## src/rtl/thermostat_ctrl.sv

```systemverilog
// Single-zone heating/cooling controller with hysteresis thresholds,
// minimum-dwell anti-short-cycle timer, operating mode select,
// sample-valid qualification and sensor-fault override.
module thermostat_ctrl #(
    parameter int TEMP_W     = 5,
    parameter int HEAT_ON    = 18,
    parameter int HEAT_OFF   = 20,
    parameter int COOL_ON    = 22,
    parameter int COOL_OFF   = 20,
    parameter int MIN_DWELL  = 4,
    parameter int FAULT_CODE = 31
) (
    input  logic              clk,
    input  logic              rst_n,
    input  logic [TEMP_W-1:0] temp,
    input  logic              temp_valid,
    input  logic [1:0]        mode,
    output logic              heating,
    output logic              cooling,
    output logic [1:0]        state,
    output logic              fault,
    output logic              dwell_done
);

    typedef enum logic [1:0] {
        ST_IDLE    = 2'd0,
        ST_HEATING = 2'd1,
        ST_COOLING = 2'd2
    } state_t;

    typedef enum logic [1:0] {
        MODE_OFF       = 2'd0,
        MODE_HEAT_ONLY = 2'd1,
        MODE_COOL_ONLY = 2'd2,
        MODE_AUTO      = 2'd3
    } mode_t;

    // A zero dwell still needs a one-bit counter so the vector is legal.
    localparam int CNT_W = (MIN_DWELL > 0) ? $clog2(MIN_DWELL + 1) : 1;

    localparam logic [TEMP_W-1:0] HEAT_ON_T    = TEMP_W'(HEAT_ON);
    localparam logic [TEMP_W-1:0] HEAT_OFF_T   = TEMP_W'(HEAT_OFF);
    localparam logic [TEMP_W-1:0] COOL_ON_T    = TEMP_W'(COOL_ON);
    localparam logic [TEMP_W-1:0] COOL_OFF_T   = TEMP_W'(COOL_OFF);
    localparam logic [TEMP_W-1:0] FAULT_CODE_T = TEMP_W'(FAULT_CODE);
    localparam logic [CNT_W-1:0]  DWELL_MAX    = CNT_W'(MIN_DWELL);

    // Threshold ordering must leave a hysteresis band and keep the fault code out of range.
    if (!(HEAT_ON < HEAT_OFF && HEAT_OFF <= COOL_OFF && COOL_OFF < COOL_ON &&
          COOL_ON < FAULT_CODE && FAULT_CODE < 2**TEMP_W)) begin : g_param_check
        $error("thermostat_ctrl: illegal threshold/fault parameters");
    end

    state_t           state_q;
    state_t           state_d;
    logic [CNT_W-1:0] dwell_cnt;
    logic             fault_sample;
    logic             force_idle;
    mode_t            mode_e;

    assign mode_e       = mode_t'(mode);
    assign fault_sample = temp_valid && (temp == FAULT_CODE_T);
    assign dwell_done   = (dwell_cnt == DWELL_MAX);
    assign state        = state_q;

    // Conditions that drop to IDLE at once, bypassing the dwell timer.
    always_comb begin
        force_idle = 1'b0;
        if (fault || fault_sample)
            force_idle = 1'b1;
        else if (mode_e == MODE_OFF)
            force_idle = 1'b1;
        else if (state_q == ST_COOLING && mode_e == MODE_HEAT_ONLY)
            force_idle = 1'b1;
        else if (state_q == ST_HEATING && mode_e == MODE_COOL_ONLY)
            force_idle = 1'b1;
    end

    // Next-state decision: forced exits first, then dwell-qualified temperature moves.
    always_comb begin
        // NOTE: default assignment first so no path through this block infers a latch.
        state_d = state_q;
        if (force_idle) begin
            state_d = ST_IDLE;
        end else if (temp_valid && dwell_done) begin
            unique case (state_q)
                ST_IDLE: begin
                    if (temp <= HEAT_ON_T &&
                        (mode_e == MODE_HEAT_ONLY || mode_e == MODE_AUTO))
                        state_d = ST_HEATING;
                    else if (temp >= COOL_ON_T &&
                             (mode_e == MODE_COOL_ONLY || mode_e == MODE_AUTO))
                        state_d = ST_COOLING;
                end
                ST_HEATING: begin
                    if (temp >= HEAT_OFF_T)
                        state_d = ST_IDLE;
                end
                ST_COOLING: begin
                    if (temp <= COOL_OFF_T)
                        state_d = ST_IDLE;
                end
                default: state_d = ST_IDLE;
            endcase
        end
    end

    // State register, registered drives, fault flag and saturating dwell counter.
    always_ff @(posedge clk) begin
        if (!rst_n) begin
            state_q   <= ST_IDLE;
            heating   <= 1'b0;
            cooling   <= 1'b0;
            fault     <= 1'b0;
            dwell_cnt <= '0;
        end else begin
            // NOTE: non-blocking assignments so every register samples pre-edge values.
            state_q <= state_d;
            heating <= (state_d == ST_HEATING);
            cooling <= (state_d == ST_COOLING);
            if (temp_valid)
                fault <= (temp == FAULT_CODE_T);
            if (state_d != state_q)
                dwell_cnt <= '0;
            else if (dwell_cnt != DWELL_MAX)
                dwell_cnt <= dwell_cnt + 1'b1;
        end
    end

endmodule
```

## config.mk

```make
export PLATFORM = sky130hd
export DESIGN_NAME = thermostat_ctrl
export DESIGN_NICKNAME = d
export VERILOG_FILES = /design/src/rtl/thermostat_ctrl.sv
export SDC_FILE = /design/constraint.sdc
export NUM_CORES = 1
export LEC_CHECK = 0
export ABC_AREA = 1
export CAP_MARGIN = 5
export CELL_PAD_IN_SITES_DETAIL_PLACEMENT = 1
export CELL_PAD_IN_SITES_GLOBAL_PLACEMENT = 2
export CORE_ASPECT_RATIO = 0.8
export CORE_MARGIN = 4
export CORE_UTILIZATION = 23
export DETAILED_ROUTE_END_ITERATION = 10
export GPL_TIMING_DRIVEN = 0
export HOLD_SLACK_MARGIN = 0.15
export PLACE_DENSITY_LB_ADDON = 0.1
export SLEW_MARGIN = 10
export SYNTH_ARGS = -nofsm -noshare
export SYNTH_HDL_FRONTEND = slang
export SYNTH_SLANG_ARGS = --single-unit
```

## constraint.sdc

```tcl
create_clock -name clk -period 2.6 [get_ports clk]
set_clock_uncertainty 0.1 [all_clocks]
set_input_delay 0.52 -clock clk [delete_from_list [all_inputs] [get_ports clk]]
set_output_delay 0.52 -clock clk [all_outputs]
set_load 0.02 [all_outputs]
```

==> flow_summary.yaml, run 1 <==
global_routing:
  grt_overflow: 0
  grt_pass1_vias: 546
  grt.total_usage_pct: 10.7
  grt_pass1_wl_mm: 2.42
  grt_max_degree: 8
  antenna_found_initial: 0
clock_network:
  cts.clk_slew.worst_paths_ns: 0.05
  numCtsBuffers: 3
  cts_tree: "done"
  clk_path_buf_depth: 2
  cts_hold_buf: 0
  clk_latency_ns: 0.25
  ctsResizeCount: 0
  post-cts-setup-buffers: 0
  cts_root_buf: "clkbuf_4"
  clock-sinks: 8
  h-tree-depth: 1
worst_setup_path:
  critPathTopFamily: "buffers and inverters"
  crit_type: "flip-flop to output port"
  rr_startpoint: "dwell_cnt[0]$_SDFFE_PP0N_"
  end_kind: "output port"
  arrival_ns: 1.61
  crit_path_cell_trace: "inv_1, ha_1, nand2_1, inv_1, clkdlybuf4s50_1"
  crit_top_cell: "inv_1"
  critical_path_buf_inv_count: 3
  reg2regPathDepth: 14
  max_stage_delay_ns: 0.61
  startpoint_type: "flip-flop"
  cp_max_fo: 4
  timing.rr.end: "dwell_cnt[1]$_SDFFE_PP0N_"
  crit_path_start: "dwell_cnt[0]$_SDFFE_PP0N_"
  rrSetupSlack_ns: 0.89
  endpoint: "dwell_done"
  required_ns: 1.98
  crit_slowest_cell: "clkdlybuf4s50_1"
  path_depth: 5
finish:
  final_cell_mix: "nand2_1 (22), inv_1 (15), nor2_1 (15), clkdlybuf4s50_1 (15), dfxtp_1 (8)"
  drive_gt1_share_pct: 7.92
  diodes: 0
  layout_commonest_cell: "nand2_1"
  fin_util_pct: 35.6
  final_net_count: 115
  area_growth_pct: 40.4
synth:
  syn_avg_cell_area_sq_um: 6.04
  synth_cell_types: 15
  synth_fp_nets: 95
  yosysSeqAreaShare_pct: 31.9
  yosys.area.top_type: "dfxtp_1"
  yosys_warnings: 0
  ys_top_cells_by_area: "dfxtp_1 (32%), nand2_1 (16%), inv_1 (11%)"
  synth_top_area_share_pct: 31.9
  ys_ff_latch: 8
  syn_area_sq_um: 502
  syn_inst: 83
pwr:
  peakVddDrop_uv: 294
  internal_power_uw: 279
  pwr-share-clk_pct: 20.3
  seqPwrFrac_pct: 37.6
  p_sw_share_pct: 36.7
  power_density_nw_per_um2: 624
  p_sw_uw: 161
  p_leak_uw: 0.000336
  comb_power_share_pct: 42.1
sta:
  hold_viol: 0
  rsz0062_at_grt: "no"
  fin_tns_setup_ns: 0
  setup_viol: 0
  fmax_ghz: 0.449
  final.setup.worst_slack_ns: 0.371
  tightestPinTransition_ns: 0.364
  fin_crit_ns: 2.23
  relSlewSlack_pct: 75.5
  fin_crit_sh_pct: 85.7
  slew_violations: 0
routing:
  highest_layer: "met3"
  drt-met1-wl_um: 657
  dr_wl_met2_um: 562
  post-route-drc-count: 0
  wl_per_cell_um: 10.4
  vias: 529
  wl_met3_um: 84
  wl_mm: 1.30
  viasPerCell: 4.23
  drt_pass1_iterations: 2
  drtAntennaViolNets: 0
  drtIter0Drc: 7
die:
  top_level_ports: 16
  die_y_um: 49.8
  dieArea_sq_um: 3000
  core_area_sq_um: 1980
  start_util_pct: 25.3
  rows: 14
  die_width_um: 60.2
placed_design:
  gp_congestion: 0.761
  dpl.hpwl_mm: 1.13
  io_buffers: 15
  dp_slack_ns: 0.411
status:
  status: "finished clean"
job:
  maxCapViolations: 0
worst_hold_path:
  hold_class: "flip-flop to flip-flop"
cell type report:
cell class,instances,area [sq um]
Fill cell,272,1270
Multi-Input combinational cell,59,282
Sequential cell,8,160
Timing Repair Buffer,15,150
Inverter,16,60.1
Tap cell,24,30.0
Clock buffer,3,22.5
power by group through the flow:
stage | clock network, uW | registers (uW) | logic [uW]
after floorplan | 0 | 171 | 114
after global placement | 0 | 167 | 179
after detailed placement | 0 | 168 | 186
after CTS | 95.2 | 165 | 190
after global routing | 104 | 170 | 217
final | 89.4 | 165 | 185
metal layers:
| metal | global-route usage, % | vias to the layer above |
|---|---|---|
| met2 | 15.1 | 10 |
| met1 | 15.5 | 231 |
| met4 | 1.11 | 0 |
| met3 | 4.18 | 0 |
| met5 | 0 | - |
| li1 | - | 288 |
worst min path at each step:
stage | depth (start not counted) | slack [ns] | end | start
4_1_cts | 2 | 0.39 | fault$_SDFFE_PN0P_ | fault$_SDFFE_PN0P_
6_report | 2 | 0.38 | fault$_SDFFE_PN0P_ | fault$_SDFFE_PN0P_
3_5_place_dp | 2 | 0.38 | fault$_SDFFE_PN0P_ | fault$_SDFFE_PN0P_
2_1_floorplan | 4 | 0.44 | dwell_cnt[1]$_SDFFE_PP0N_ | dwell_cnt[1]$_SDFFE_PP0N_
3_3_place_gp | 2 | 0.39 | fault$_SDFFE_PN0P_ | fault$_SDFFE_PN0P_
5_1_grt | 2 | 0.41 | fault$_SDFFE_PN0P_ | fault$_SDFFE_PN0P_
logic make-up (layout without fill, tap and decap cells):
logic type               after synthesis  count (layout)  synth area share [%]
adder cells (fa/ha/maj)                2               2                  4.99
buffers and inverters                 16              34                  12.0
AO/OA/AOI/OAI                          4               4                  3.99
flip-flops                             8               8                  31.9
XOR/XNOR                               2               2                  3.49
AND/OR/NAND/NOR                       51              51                  43.6
metrics by stage:
step / std cells / total power, uW / hold WS (ns) / instance area (sq um)
2_1_floorplan: 83 / 284 / 0.440 / 502
3_3_place_gp: 122 / 346 / 0.386 / 682
3_5_place_dp: 122 / 354 / 0.381 / 682
4_1_cts: 125 / 450 / 0.388 / 704
5_1_grt: 125 / 491 / 0.413 / 704
6_report: 125 / 440 / 0.383 / 704
synth_stat cells, drive strengths merged:
cell    n
nor2   17
xor2    2
nor3    2
nand2  23
dfxtp   8
inv    16
o21ai   3
a21oi   1
nand4   1
ha      2
nand3   8
state kept, by name, indices dropped and copies added, names as in the netlist:
register   cells
heating        1
fault          1
cooling        1
dwell_cnt      3
state          2
worst min-delay path, delay by kind of cell, from the launching register on:
family          cells  cell delay [ns]
flops               1             0.32
compound gates      1             0.05
simple gates        1             0.07
No activity file was read; power rests on OpenSTA's default activity.
==> run 2, diff against run 1 <==
- CORE_ASPECT_RATIO: 0.8 -> default
==> run 2 against run 1 <==
- setup slack worse by 0.051 ns
- die area is 0.16% lower
- fmax is 2.2% lower
- non-clock buffer count stayed put
- clock power is 3.5% higher
- largest power group unchanged
- critical path depth stayed put
- critical path type unchanged
==> flow_summary.yaml, run 2 (same netlist as run 1, synthesis figures left out) <==
worst_setup_path:
  startpoint_type: "flip-flop"
  crit_top_cell: "inv_1"
  critical_path_buf_inv_count: 3
  crit_path_cell_trace: "inv_1, ha_1, nand2_1, inv_1, clkdlybuf4s50_1"
  arrival_ns: 1.66
  max_stage_delay_ns: 0.62
  cp_max_fo: 4
  required_ns: 1.98
  reg2regPathDepth: 14
  crit_type: "flip-flop to output port"
  rrSetupSlack_ns: 0.88
  end_kind: "output port"
  crit_slowest_cell: "clkdlybuf4s50_1"
  path_depth: 5
  critPathTopFamily: "buffers and inverters"
routing:
  post-route-drc-count: 0
  wl_per_cell_um: 10.2
  drtIter0Drc: 8
  vias: 538
  wl_mm: 1.30
  viasPerCell: 4.20
  drt_pass1_iterations: 2
  drtAntennaViolNets: 0
sta:
  rsz0062_at_grt: "no"
  slew_violations: 0
  hold_viol: 0
  fin_crit_sh_pct: 87.7
  setup_viol: 0
  fin_crit_ns: 2.28
  tightestPinTransition_ns: 0.369
  fin_worst_hold_slack_ns: 0.383
  relSlewSlack_pct: 75.1
  fin_tns_setup_ns: 0
  final.setup.worst_slack_ns: 0.320
  fmax_ghz: 0.439
finish:
  diodes: 0
  multi_input_area_sq_um: 282
  fillCellCount: 267
  area_growth_pct: 41.1
  final_net_count: 115
  drive_gt1_share_pct: 7.92
  final_cell_mix: "nand2_1 (22), inv_1 (15), nor2_1 (15), clkdlybuf4s50_1 (15), dfxtp_1 (8)"
  seq_area_sq_um: 160
  largest_register_ffs: 3
  fin_util_pct: 35.0
  layout_commonest_cell: "nand2_1"
  top_register: "dwell_cnt"
worst_hold_path:
  hold_path_depth: 2
  hold_class: "flip-flop to flip-flop"
clock_network:
  h-tree-depth: 1
  cts.clk_slew.worst_paths_ns: 0.05
  ctsResizeCount: 0
  cts_root_buf: "clkbuf_4"
  clk_latency_ns: 0.25
  cts_tree: "done"
  clock-sinks: 8
  clk_path_buf_depth: 2
  numCtsBuffers: 3
  cts_hold_buf: 0
  post-cts-setup-buffers: 0
die:
  rows: 16
  dieArea_sq_um: 2990
  die_y_um: 54.7
  start_util_pct: 24.8
  core_area_sq_um: 2020
  die_width_um: 54.7
  top_level_ports: 16
global_routing:
  grt_max_degree: 8
  antenna_found_initial: 0
  grt.total_usage_pct: 11.0
  grt_overflow: 0
  grt_pass1_wl_mm: 2.28
  grt_pass1_vias: 549
placed_design:
  io_buffers: 15
  gp_congestion: 0.735
  dpl.hpwl_mm: 1.11
  dp_slack_ns: 0.411
pwr:
  power_density_nw_per_um2: 620
  peakVddDrop_uv: 301
  p_leak_uw: 0.000336
job:
  maxCapViolations: 0
status:
  status: "finished clean"
[run 2: final timing paths]
| path | start | endpoint |
|---|---|---|
| worst max-delay path | dwell_cnt[0]$_SDFFE_PP0N_ | dwell_done |
| worst min-delay path | fault$_SDFFE_PN0P_ | fault$_SDFFE_PN0P_ |
| worst max register to register | dwell_cnt[0]$_SDFFE_PP0N_ | dwell_cnt[1]$_SDFFE_PP0N_ |
| worst min register to register | fault$_SDFFE_PN0P_ | fault$_SDFFE_PN0P_ |
[run 2: stage by stage]
stage | cells | power (uW) | instance area (sq um)
floorplan | 83 | 284 | 502
global placement | 125 | 345 | 686
detailed placement | 125 | 353 | 686
CTS | 128 | 449 | 708
global route | 128 | 488 | 708
finish | 128 | 439 | 708
[run 2: report_power, final]
group          internal (uW)  switching (uW)
Combinational           77.8             103
Clock                   52.6            39.9
Sequential               148            17.0
Total                    279             160
[run 2: area by class of cell]
| type | count | area share (%) |
|---|---|---|
| Multi-Input combinational cell | 59 | 39.8 |
| Sequential cell | 8 | 22.6 |
| Timing Repair Buffer | 15 | 21.2 |
| Inverter | 16 | 8.48 |
| Tap cell | 27 | 4.77 |
| Clock buffer | 3 | 3.18 |
[run 2: worst min-delay path, delay by kind of cell, from the launching register on]
kind	cells	cell delay, ns
simple gates	1	0.06
flops	1	0.31
compound gates	1	0.05
[run 2: routing by layer]
| layer | vias to the layer above | global-route usage (%) | share of wire (%) |
|---|---|---|---|
| met4 | 0 | 4.98 | 0.69 |
| li1 | 287 | - | - |
| met1 | 239 | 13.5 | 49 |
| met2 | 10 | 16.9 | 46 |
| met3 | 2 | 4.09 | 5.1 |
| met5 | - | 0 | 0 |
